<file path="config.mk">
export PLATFORM = sky130hd
export DESIGN_NAME = fetch_inst_queue
export DESIGN_NICKNAME = d
export VERILOG_FILES = /design/src/rtl/fetch_inst_queue_pkg.sv /design/src/rtl/fetch_inst_queue_slot_sel.sv /design/src/rtl/fetch_inst_queue.sv
export SDC_FILE = /design/constraint.sdc
export NUM_CORES = 2
export LEC_CHECK = 0
export CORE_MARGIN = 8
export CORE_UTILIZATION = 47
export CTS_BUF_LIST = sky130_fd_sc_hd__clkbuf_4
export DETAILED_ROUTE_END_ITERATION = 7
export MAX_ROUTING_LAYER = met4
export PLACE_DENSITY = 0.79
export RECOVER_POWER = 50
export SLEW_MARGIN = 25
export SYNTH_ARGS = -nofsm -noshare
export SYNTH_HDL_FRONTEND = slang
export SYNTH_HIERARCHICAL = 1
export SYNTH_SLANG_ARGS = --single-unit
</file>
<file path="constraint.sdc">
create_clock -name clock -period 6.09 [get_ports clock]
set_input_delay 0.9135 -clock clock [delete_from_list [all_inputs] [get_ports clock]]
set_output_delay 0.9135 -clock clock [all_outputs]
set_load 0.05 [all_outputs]
</file>
<file path="src/rtl/fetch_inst_queue_pkg.sv">
// Shared frontend definitions for the fetch instruction queue: block geometry,
// the buffered-entry layout and the PC-to-slot helper.
package fetch_inst_queue_pkg;

   localparam int FETCH_BLK_INSTS = 16;
   localparam int INST_W          = 32;
   localparam int SLOT_W          = $clog2(FETCH_BLK_INSTS);
   localparam int BLK_W           = FETCH_BLK_INSTS * INST_W;
   localparam int PC_W            = 64;

   // One buffered fetch block: raw data, PC of slot 0, next slot to deliver
   // and the last slot that may be delivered (inclusive).
   typedef struct packed {
      logic [BLK_W-1:0]  data;
      logic [PC_W-1:0]   base_pc;
      logic [SLOT_W-1:0] head;
      logic [SLOT_W-1:0] end_idx;
   } fetch_blk_t;

   // Slot index of a PC within its 64-byte block; only the low 6 bits of the
   // byte offset matter, so the subtraction is done on those bits alone.
   function automatic logic [SLOT_W-1:0] slot_of(input logic [5:0] pc_lo,
                                                 input logic [5:0] base_lo);
      return SLOT_W'((pc_lo - base_lo) >> 2);
   endfunction

endpackage

</file>
<file path="src/rtl/fetch_inst_queue_slot_sel.sv">
// Per-lane slot selector: picks one instruction out of a fetch block and
// forms its PC from the block base.
module fiq_slot_sel
   import fetch_inst_queue_pkg::*;
(
   input  logic [BLK_W-1:0]  data,
   input  logic [PC_W-1:0]   base_pc,
   input  logic [SLOT_W-1:0] slot,
   output logic [INST_W-1:0] inst,
   output logic [PC_W-1:0]   pc
);

   // 16:1 instruction mux and slot-offset PC adder
   always_comb begin
      inst = data[slot*INST_W +: INST_W];
      pc   = base_pc + {{(PC_W-SLOT_W-2){1'b0}}, slot, 2'b00};
   end

endmodule

</file>
<file path="src/rtl/fetch_inst_queue.sv">
// Decoupling queue between fetch-block masking and decode. Buffers whole
// fetch blocks and drains them two instructions per cycle in program order,
// never crossing a block boundary within one cycle.
module fetch_inst_queue
   import fetch_inst_queue_pkg::*;
#(
   parameter int BLK_DEPTH = 2
) (
   input  logic                clock,
   input  logic                reset_n,
   input  logic                flush,
   input  logic                blk_valid,
   output logic                blk_ready,
   input  logic [BLK_W-1:0]    blk_data,
   input  logic [PC_W-1:0]     blk_base_pc,
   input  logic [PC_W-1:0]     blk_start_pc,
   input  logic                blk_taken,
   input  logic [PC_W-1:0]     blk_trigger_pc,
   output logic [1:0]          out_valid,
   output logic [2*INST_W-1:0] out_inst,
   output logic [2*PC_W-1:0]   out_pc,
   input  logic                out_ready
);

   localparam int PTR_W = $clog2(BLK_DEPTH);
   localparam int CNT_W = PTR_W + 1;

   logic [PTR_W-1:0] rd_ptr_q, rd_ptr_d;
   logic [PTR_W-1:0] wr_ptr_q, wr_ptr_d;
   logic [CNT_W-1:0] cnt_q, cnt_d;
   fetch_blk_t       mem_q [BLK_DEPTH];
   fetch_blk_t       mem_d [BLK_DEPTH];

   fetch_blk_t        head_blk;
   logic [SLOT_W-1:0] slot1;
   logic              lane0_vld, lane1_vld;
   logic [INST_W-1:0] inst0, inst1;
   logic [PC_W-1:0]   pc0, pc1;
   logic [SLOT_W-1:0] start_idx, end_idx;
   logic              accept, store, fire, retire;
   logic [SLOT_W:0]   new_head;
   logic              unused_pc_bits;

   // Only the in-block offset of the start/trigger PCs is meaningful
   assign unused_pc_bits = ^{blk_start_pc[PC_W-1:6], blk_trigger_pc[PC_W-1:6]};

   assign head_blk  = mem_q[rd_ptr_q];
   assign slot1     = head_blk.head + 1'b1;
   assign blk_ready = (cnt_q != CNT_W'(BLK_DEPTH));

   // Lane validity: lane1 only when the next slot is inside the same block span
   always_comb begin
      lane0_vld = (cnt_q != '0);
      lane1_vld = lane0_vld && (head_blk.head != {SLOT_W{1'b1}}) &&
                  (slot1 <= head_blk.end_idx);
      out_valid = {lane1_vld, lane0_vld};
   end

   fiq_slot_sel u_sel_lane0 (
      .data    (head_blk.data),
      .base_pc (head_blk.base_pc),
      .slot    (head_blk.head),
      .inst    (inst0),
      .pc      (pc0)
   );

   fiq_slot_sel u_sel_lane1 (
      .data    (head_blk.data),
      .base_pc (head_blk.base_pc),
      .slot    (slot1),
      .inst    (inst1),
      .pc      (pc1)
   );

   // Invalid lanes present zero so the outputs are clean after reset
   always_comb begin
      out_inst = {lane1_vld ? inst1 : '0, lane0_vld ? inst0 : '0};
      out_pc   = {lane1_vld ? pc1   : '0, lane0_vld ? pc0   : '0};
   end

   // Next-state: flush beats everything; otherwise drain the head and enqueue
   always_comb begin
      mem_d     = mem_q;
      rd_ptr_d  = rd_ptr_q;
      wr_ptr_d  = wr_ptr_q;
      cnt_d     = cnt_q;
      start_idx = slot_of(blk_start_pc[5:0], blk_base_pc[5:0]);
      end_idx   = blk_taken ? slot_of(blk_trigger_pc[5:0], blk_base_pc[5:0])
                            : {SLOT_W{1'b1}};
      accept    = blk_valid && blk_ready && !flush;
      store     = accept && (end_idx >= start_idx);
      fire      = out_ready && lane0_vld && !flush;
      new_head  = {1'b0, head_blk.head} + (lane1_vld ? (SLOT_W+1)'(2) : (SLOT_W+1)'(1));
      retire    = fire && (new_head > {1'b0, head_blk.end_idx});
      if (flush) begin
         rd_ptr_d = '0;
         wr_ptr_d = '0;
         cnt_d    = '0;
      end else begin
         if (fire) begin
            if (retire) rd_ptr_d = rd_ptr_q + 1'b1;
            else        mem_d[rd_ptr_q].head = new_head[SLOT_W-1:0];
         end
         if (store) begin
            mem_d[wr_ptr_q] = '{data: blk_data, base_pc: blk_base_pc,
                                head: start_idx, end_idx: end_idx};
            wr_ptr_d = wr_ptr_q + 1'b1;
         end
         cnt_d = cnt_q + CNT_W'(store) - CNT_W'(retire);
      end
   end

   // State registers with asynchronous clear
   always_ff @(posedge clock or negedge reset_n) begin
      if (!reset_n) begin
         rd_ptr_q <= '0;
         wr_ptr_q <= '0;
         cnt_q    <= '0;
         for (int i = 0; i < BLK_DEPTH; i++) mem_q[i] <= '0;
      end else begin
         rd_ptr_q <= rd_ptr_d;
         wr_ptr_q <= wr_ptr_d;
         cnt_q    <= cnt_d;
         for (int i = 0; i < BLK_DEPTH; i++) mem_q[i] <= mem_d[i];
      end
   end

endmodule

</file>
# After elaboration in Yosys (flattened, before gate mapping)

Index checks and enable logic that the tools add are counted.

Register bits after elaboration: 1172
Input port bits: 710
Output and inout bits: 195
Word-level logic and storage cells: 75

Add/sub/neg operators: 10
Magnitude comparators: 7
Eq/ne operators: 2
Shifts and indexed selects: 2
Multiplexer cells: 25
Bitwise logic cells: 2
Reduce and logical (&&, ||, !) cells: 16

Operator list:

| operator                                                  | count |
|---|---|
| 2-to-1 mux 1168 bit                                       | 4 |
| bitwise mux 1168 bit                                      | 2 |
| 2-to-1 mux 584 bit                                        | 4 |
| demux 584 bit (select 1 bit)                              | 2 |
| variable part select 512 x 10 -> 32 bit                   | 2 |
| adder 64 x 6 -> 64 bit                                    | 2 |
| 2-to-1 mux 64 bit                                         | 2 |
| 2-to-1 mux 32 bit                                         | 2 |
| subtractor 6 bit                                          | 2 |
| logical AND 1 bit                                         | 10 |
| 2-to-1 mux 8 bit                                          | 1 |
| nonzero test 2 bit                                        | 4 |
| adder 4 x 2 -> 5 bit                                      | 1 |
| greater-than comparator 5 x 4 -> 1 bit                    | 1 |
| 2-to-1 mux 1 bit                                          | 5 |
| adder 4 x 1 -> 4 bit (second input constant)              | 1 |
| greater-or-equal comparator 2 bit (second input constant) | 2 |
| greater-or-equal comparator 4 bit                         | 1 |
| less-or-equal comparator 4 bit                            | 1 |
| < comparator 2 x 1 -> 1 bit (second input constant)       | 2 |
| 2-to-1 mux 2 bit                                          | 2 |
| 2-to-1 mux 4 bit                                          | 1 |
| != test 4 bit (second input constant)                     | 1 |
| NOT 1 -> 2 bit                                            | 2 |
| other kinds (6)                                           | 7 |

# Logic depth before layout (Yosys ltp)

Word-level depth: 16
Mapped depth: 29
Depth with buffers taken out: 24

# Hierarchy

Netlist, hierarchy kept.

By module, submodules not included:

| module                      | times used | cells an instance | area each (sq um) | seq. area each (sq um) |
|---|---|---|---|---|
| fetch_inst_queue            | 1          | 3492              | 55816.0           | 29328.1 |
| fiq_slot_sel at u_sel_lane1 | 1          | 416               | 5303.8            | 0.0 |
| fiq_slot_sel at u_sel_lane0 | 1          | 416               | 5175.0            | 0.0 |

# Least setup slack after synthesis

Ideal clock, no wire load.

Path type: register to output
From: register rd_ptr_q
To: output port out_pc[116]
Arrival time: 4.957 ns
Required time: 5.176 ns
Slack: 0.219 ns
Cell stages (with the launch flop): 18
Buffers on the path: 6
Cells stage by stage: dfrtp_1 buf_6 buf_2 mux2i_1 inv_1 ha_1 clkbuf_1 clkbuf_1 inv_1 fa_1 nand2b_1 a21oi_1 and3_1 buf_4 buf_4 nand4_1 xnor2_1 nor3b_1

Elaborated cells between the ends (all ways): 11
Classes of those cells: 2 x add/sub; 1 x order compare; 1 x eq/ne; 4 x mux; 1 x bitwise; 2 x reduce/logical

RTL lines:

| element                                               | line                            | source |
|---|---|---|
| start, declared                                       | fetch_inst_queue.sv:28          | `logic [PTR_W-1:0] rd_ptr_q, rd_ptr_d;` |
| start signal, assigned                                | fetch_inst_queue.sv:121         | `rd_ptr_q <= rd_ptr_d;` |
| NOT 1 -> 2 bit (not written as such)                  | fetch_inst_queue.sv:47          | `assign head_blk = mem_q[rd_ptr_q];` |
| 2-to-1 mux 584 bit (not written as such) (3 in a row) | fetch_inst_queue.sv:47          |  |
| adder 4 x 1 -> 4 bit                                  | fetch_inst_queue.sv:48          | `assign slot1 = head_blk.head + 1'b1;` |
| named net slot1[0]                                    | fetch_inst_queue.sv:35          | `logic [SLOT_W-1:0] slot1;` |
| adder 64 x 6 -> 64 bit                                | fetch_inst_queue_slot_sel.sv:16 | `pc = base_pc + {{(PC_W-SLOT_W-2){1'b0}}, slot, 2'b00};` |
| named net pc1[52]                                     | fetch_inst_queue.sv:38          | `logic [PC_W-1:0] pc0, pc1;` |
| 2-to-1 mux 64 bit                                     | fetch_inst_queue.sv:78          | `out_pc = {lane1_vld ? pc1 : '0, lane0_vld ? pc0 : '0};` |
| end, declared                                         | fetch_inst_queue.sv:21          | `output logic [2*PC_W-1:0] out_pc,` |

The timed path passes the listed nets, and every way through them passes these cells. The select of a mux whose other input is x is not followed.

# Worst setup path in the final report

From: register rd_ptr_q
To: output port out_pc[119]

The elaborated chain is that of the path after synthesis.

==> impl_results.md <==
* Number of flops mapped to enable cells by yosys at 0
* # fillers at 11000
* CP Data Required Time at 5180 ps
* H-Tree Depth at 5
* Clk root buf: clkbuf_4
* Post-synthesis register bit count at 1172
* Starting Density at 47.1%
* R2r endpoint: cnt_q[1]$_DFF_PN0_
* Most common cell in the synthesized netlist: dfrtp_1
* Crit path time final at 5970 ps
* Synth cell count leaders: 1172 x dfrtp_1, 629 x mux2_2, 556 x mux2_4
* Final Slew Violations at 593
* Clk buf depth at 4
* Routed vias/inst at 5.87
* Syn avg cell area at 15.3 um2
* Crit path launch type: register
* Drt total wl at 239000 um
* Worst-path maximum fanout at 33
* Setup violations, final at 0
* Vias at 44100
* Layout Nets at 6049
* CTS tree: built
* Post-DR wirelength/cell at 31.7 um
* Critical Path Sink Type: output port
* Tcrit/Tclk final at 98.0%
* Post-route cell area at 81700 um2
* First-pass GRT wire length at 339000 um
* Hold Path End: mem_q[989]$_DFFE_PN0P_
* Leak at 34.0 nW
* HPWL reported at the end of detailed placement at 170000 um
* Ranking of synthesized cells by area: dfrtp_1 44%, mux2_4 13%, mux4_2 11%, mux2_2 11%, mux2_1 9.4%
* Area of the multi-input gates at 34400 um2
* Top_reg_cell synth: dfrtp_1
* Sink Count at 1172
* Post-synthesis cell type count at 71
* Uppermost layer routed: met4
* Die Height at 392 um
* Final Skew at 130 ps
* PD cells at 646 nW/um2
* Die X at 392 um
* Max-Cap Viols at 10
* DRC viols at 0
* Critical path arrival at 5060 ps
* Sequential fraction of the synthesis area at 44.2%
* Non-Filler Instances at 7517
* Met3 wire len at 24700 um
* Layout area overhead at 23.2%
* Yosys warnings at 6
* FFs w/ async S/R, synth at 100%
* Antenna violations before repair at 139
* Placed cell count at 6828
* Hold_sp: blk_data[333]
* RSZ-0062 raised after global routing: yes
* Critical R2R Launch: rd_ptr_q$_DFFE_PN0P_
* Top cell type's share of synthesized area at 44.2%
* Rel. slew slack at -109%
* Worst skew pair latency at 1300 ps
* Fraction of layout cells with a size suffix above 1 at 42.8%
* Status: finished with violations
* Final hold violations at 0
* Port-buffer cells at 788
* Overflow after GRT at 0
* Worst R2R Path Depth at 24
* Routed wl met2 at 111000 um
* Total track usage at 31.3%
* Met1 wire length at 90900 um
* FMAX at 168 MHz
* Kind of critical path: register to output port
* Reg area at 29300 um2
* Gpl congestion at 0.939
* Syn nets at 5070
* Total CTS buffers at 339
* Synth Cell Area at 66300 um2
* Full die area at 153000 um2
* Top-Level Pins at 905
* Final antenna-violating net count at 0
* Largest net degree at the start of global routing at 145
* Worst hold path class: input pin to register
* Starting DRT DRC Count at 3395
* Worst ir drop on vdd at 0.732 mV
* # rows at 138
* Core Area at 141000 um2
* DR pass1 iterations at 6
* R2R setup slack at 340 ps
* Clk slew on worst S/H paths at 70 ps
* Failing checks: capacitance limit, slew limit
* Vias in the first global route at 47200
* Area of placed instances at 77100 um2
* Cell accounting for the most synthesized area: dfrtp_1
* Worst hold stages at 2
* Gate Count Post-Synth at 4324
* Worst Tran Pin Value at 3140 ps
[registers in the layout, summed over array words and instances, names as in the netlist]
name      flops
cnt_q         2
wr_ptr_q      1
rd_ptr_q      1
mem_q      1168
[worst max path at each step]
stage / from / slack [ps] / end
6_report: rd_ptr_q$_DFFE_PN0P_ / 120 / out_pc[119]
2_1_floorplan: rd_ptr_q$_DFFE_PN0P_ / 220 / out_pc[116]
3_5_place_dp: rd_ptr_q$_DFFE_PN0P_ / 550 / out_pc[125]
4_1_cts: rd_ptr_q$_DFFE_PN0P_ / -40 / out_pc[119]
5_1_grt: rd_ptr_q$_DFFE_PN0P_ / -70 / out_pc[119]
3_3_place_gp: rd_ptr_q$_DFFE_PN0P_ / 480 / cnt_q[1]$_DFF_PN0_
[cell usage in the layout, fill, tap and decap left out, types with 6 or more instances in the layout]
cell type | Yosys | routed
bufbuf_16 | 0 | 8
mux2_1 | 555 | 605
clkdlybuf4s50_1 | 0 | 600
mux4_2 | 320 | 320
ha_1 | 33 | 30
clkinv_2 | 0 | 7
inv_1 | 26 | 24
and2_1 | 99 | 100
nor4_1 | 15 | 13
nor3b_1 | 98 | 79
nor3b_2 | 0 | 19
clkinv_1 | 0 | 66
and3_1 | 22 | 22
clkbuf_1 | 82 | 8
nand2_1 | 60 | 59
or2_2 | 8 | 7
nor2_1 | 48 | 49
mux2_4 | 556 | 507
clkbuf_2 | 0 | 9
nor4_2 | 4 | 6
mux2i_1 | 20 | 19
buf_16 | 0 | 6
a21oi_1 | 14 | 14
buf_12 | 55 | 186
dfrtp_1 | 1172 | 1171
xor2_1 | 53 | 52
xnor2_1 | 82 | 80
nand4_1 | 44 | 44
clkbuf_4 | 0 | 477
o21ai_0 | 6 | 6
mux2_2 | 629 | 627
buf_6 | 23 | 11
diode_2 | 0 | 114
nor3_1 | 21 | 20
buf_4 | 59 | 113
nand3_1 | 43 | 43
[metal layers]
layer  up-vias  global-route usage (%)
met5         -                       -
met3       515                    10.9
met2      2092                    47.7
met1     23100                    37.6
met4         0                    14.6
li1      18400                       -
[final cells by class]
cell class,count,area share [%]
Antenna cell,114,0.349
Clock inverter,78,0.432
Timing Repair Buffer,950,13.8
Inverter,26,0.130
Multi-Input combinational cell,2814,42.1
Sequential cell,1172,35.9
Tap cell,1890,2.90
Clock buffer,473,4.35
[critical path, cell delays in order, from the launching register on]
cell      delay (ps)
dfrtp_4          530
mux2i_4          350
inv_8             90
and3_1           240
xor2_4           170
buf_12           190
ha_1             400
o21ai_2          130
o21bai_4         320
buf_4            190
nand4_4          120
buf_4            220
nor3_1           180
xor2_1           160
nor3b_1          230
buf_4            180
buf_12           130
[what timing repair did]
item,4_1_cts,5_1_grt
pin swaps,4,1
hold buffers,1,0
gates resized for setup,46,22
buffers inserted,8,5
hold endpoints to repair,87,0
cloned,9,1
endpoints found under the setup margin,146,39
[cells by family after synthesis]
family | after synthesis | share of synthesized area (%)
fa+ha+maj | 36 | 0.713
compound gates | 49 | 0.515
buf+inv | 339 | 4.02
flops | 1172 | 44.2
mux | 2081 | 43.9
xor+xnor | 135 | 1.78
simple gates | 512 | 4.84
[report_power, final]
group | switching, W | internal, W
logic | 0.0169 | 0.0153
clock network | 0.00345 | 0.00363
registers | 0.00198 | 0.0116
total | 0.0223 | 0.0305
[metrics by stage]
step / util [%] / setup TNS, ps / hold slack (ps) / setup slack (ps) / power (W)
after floorplan: - / 0 / 460 / 219 / 0.0325
after global placement: 54.8 / 0 / 469 / 485 / 0.0437
after detailed placement: 54.8 / 0 / 477 / 550 / 0.0445
after CTS: 58.0 / -159 / 64.9 / -39.8 / 0.0528
after global routing: 58.0 / -205 / 121 / -69.7 / 0.0548
final: 58.0 / 0 / 233 / 120 / 0.0528
(Power assumes the default switching activity.)
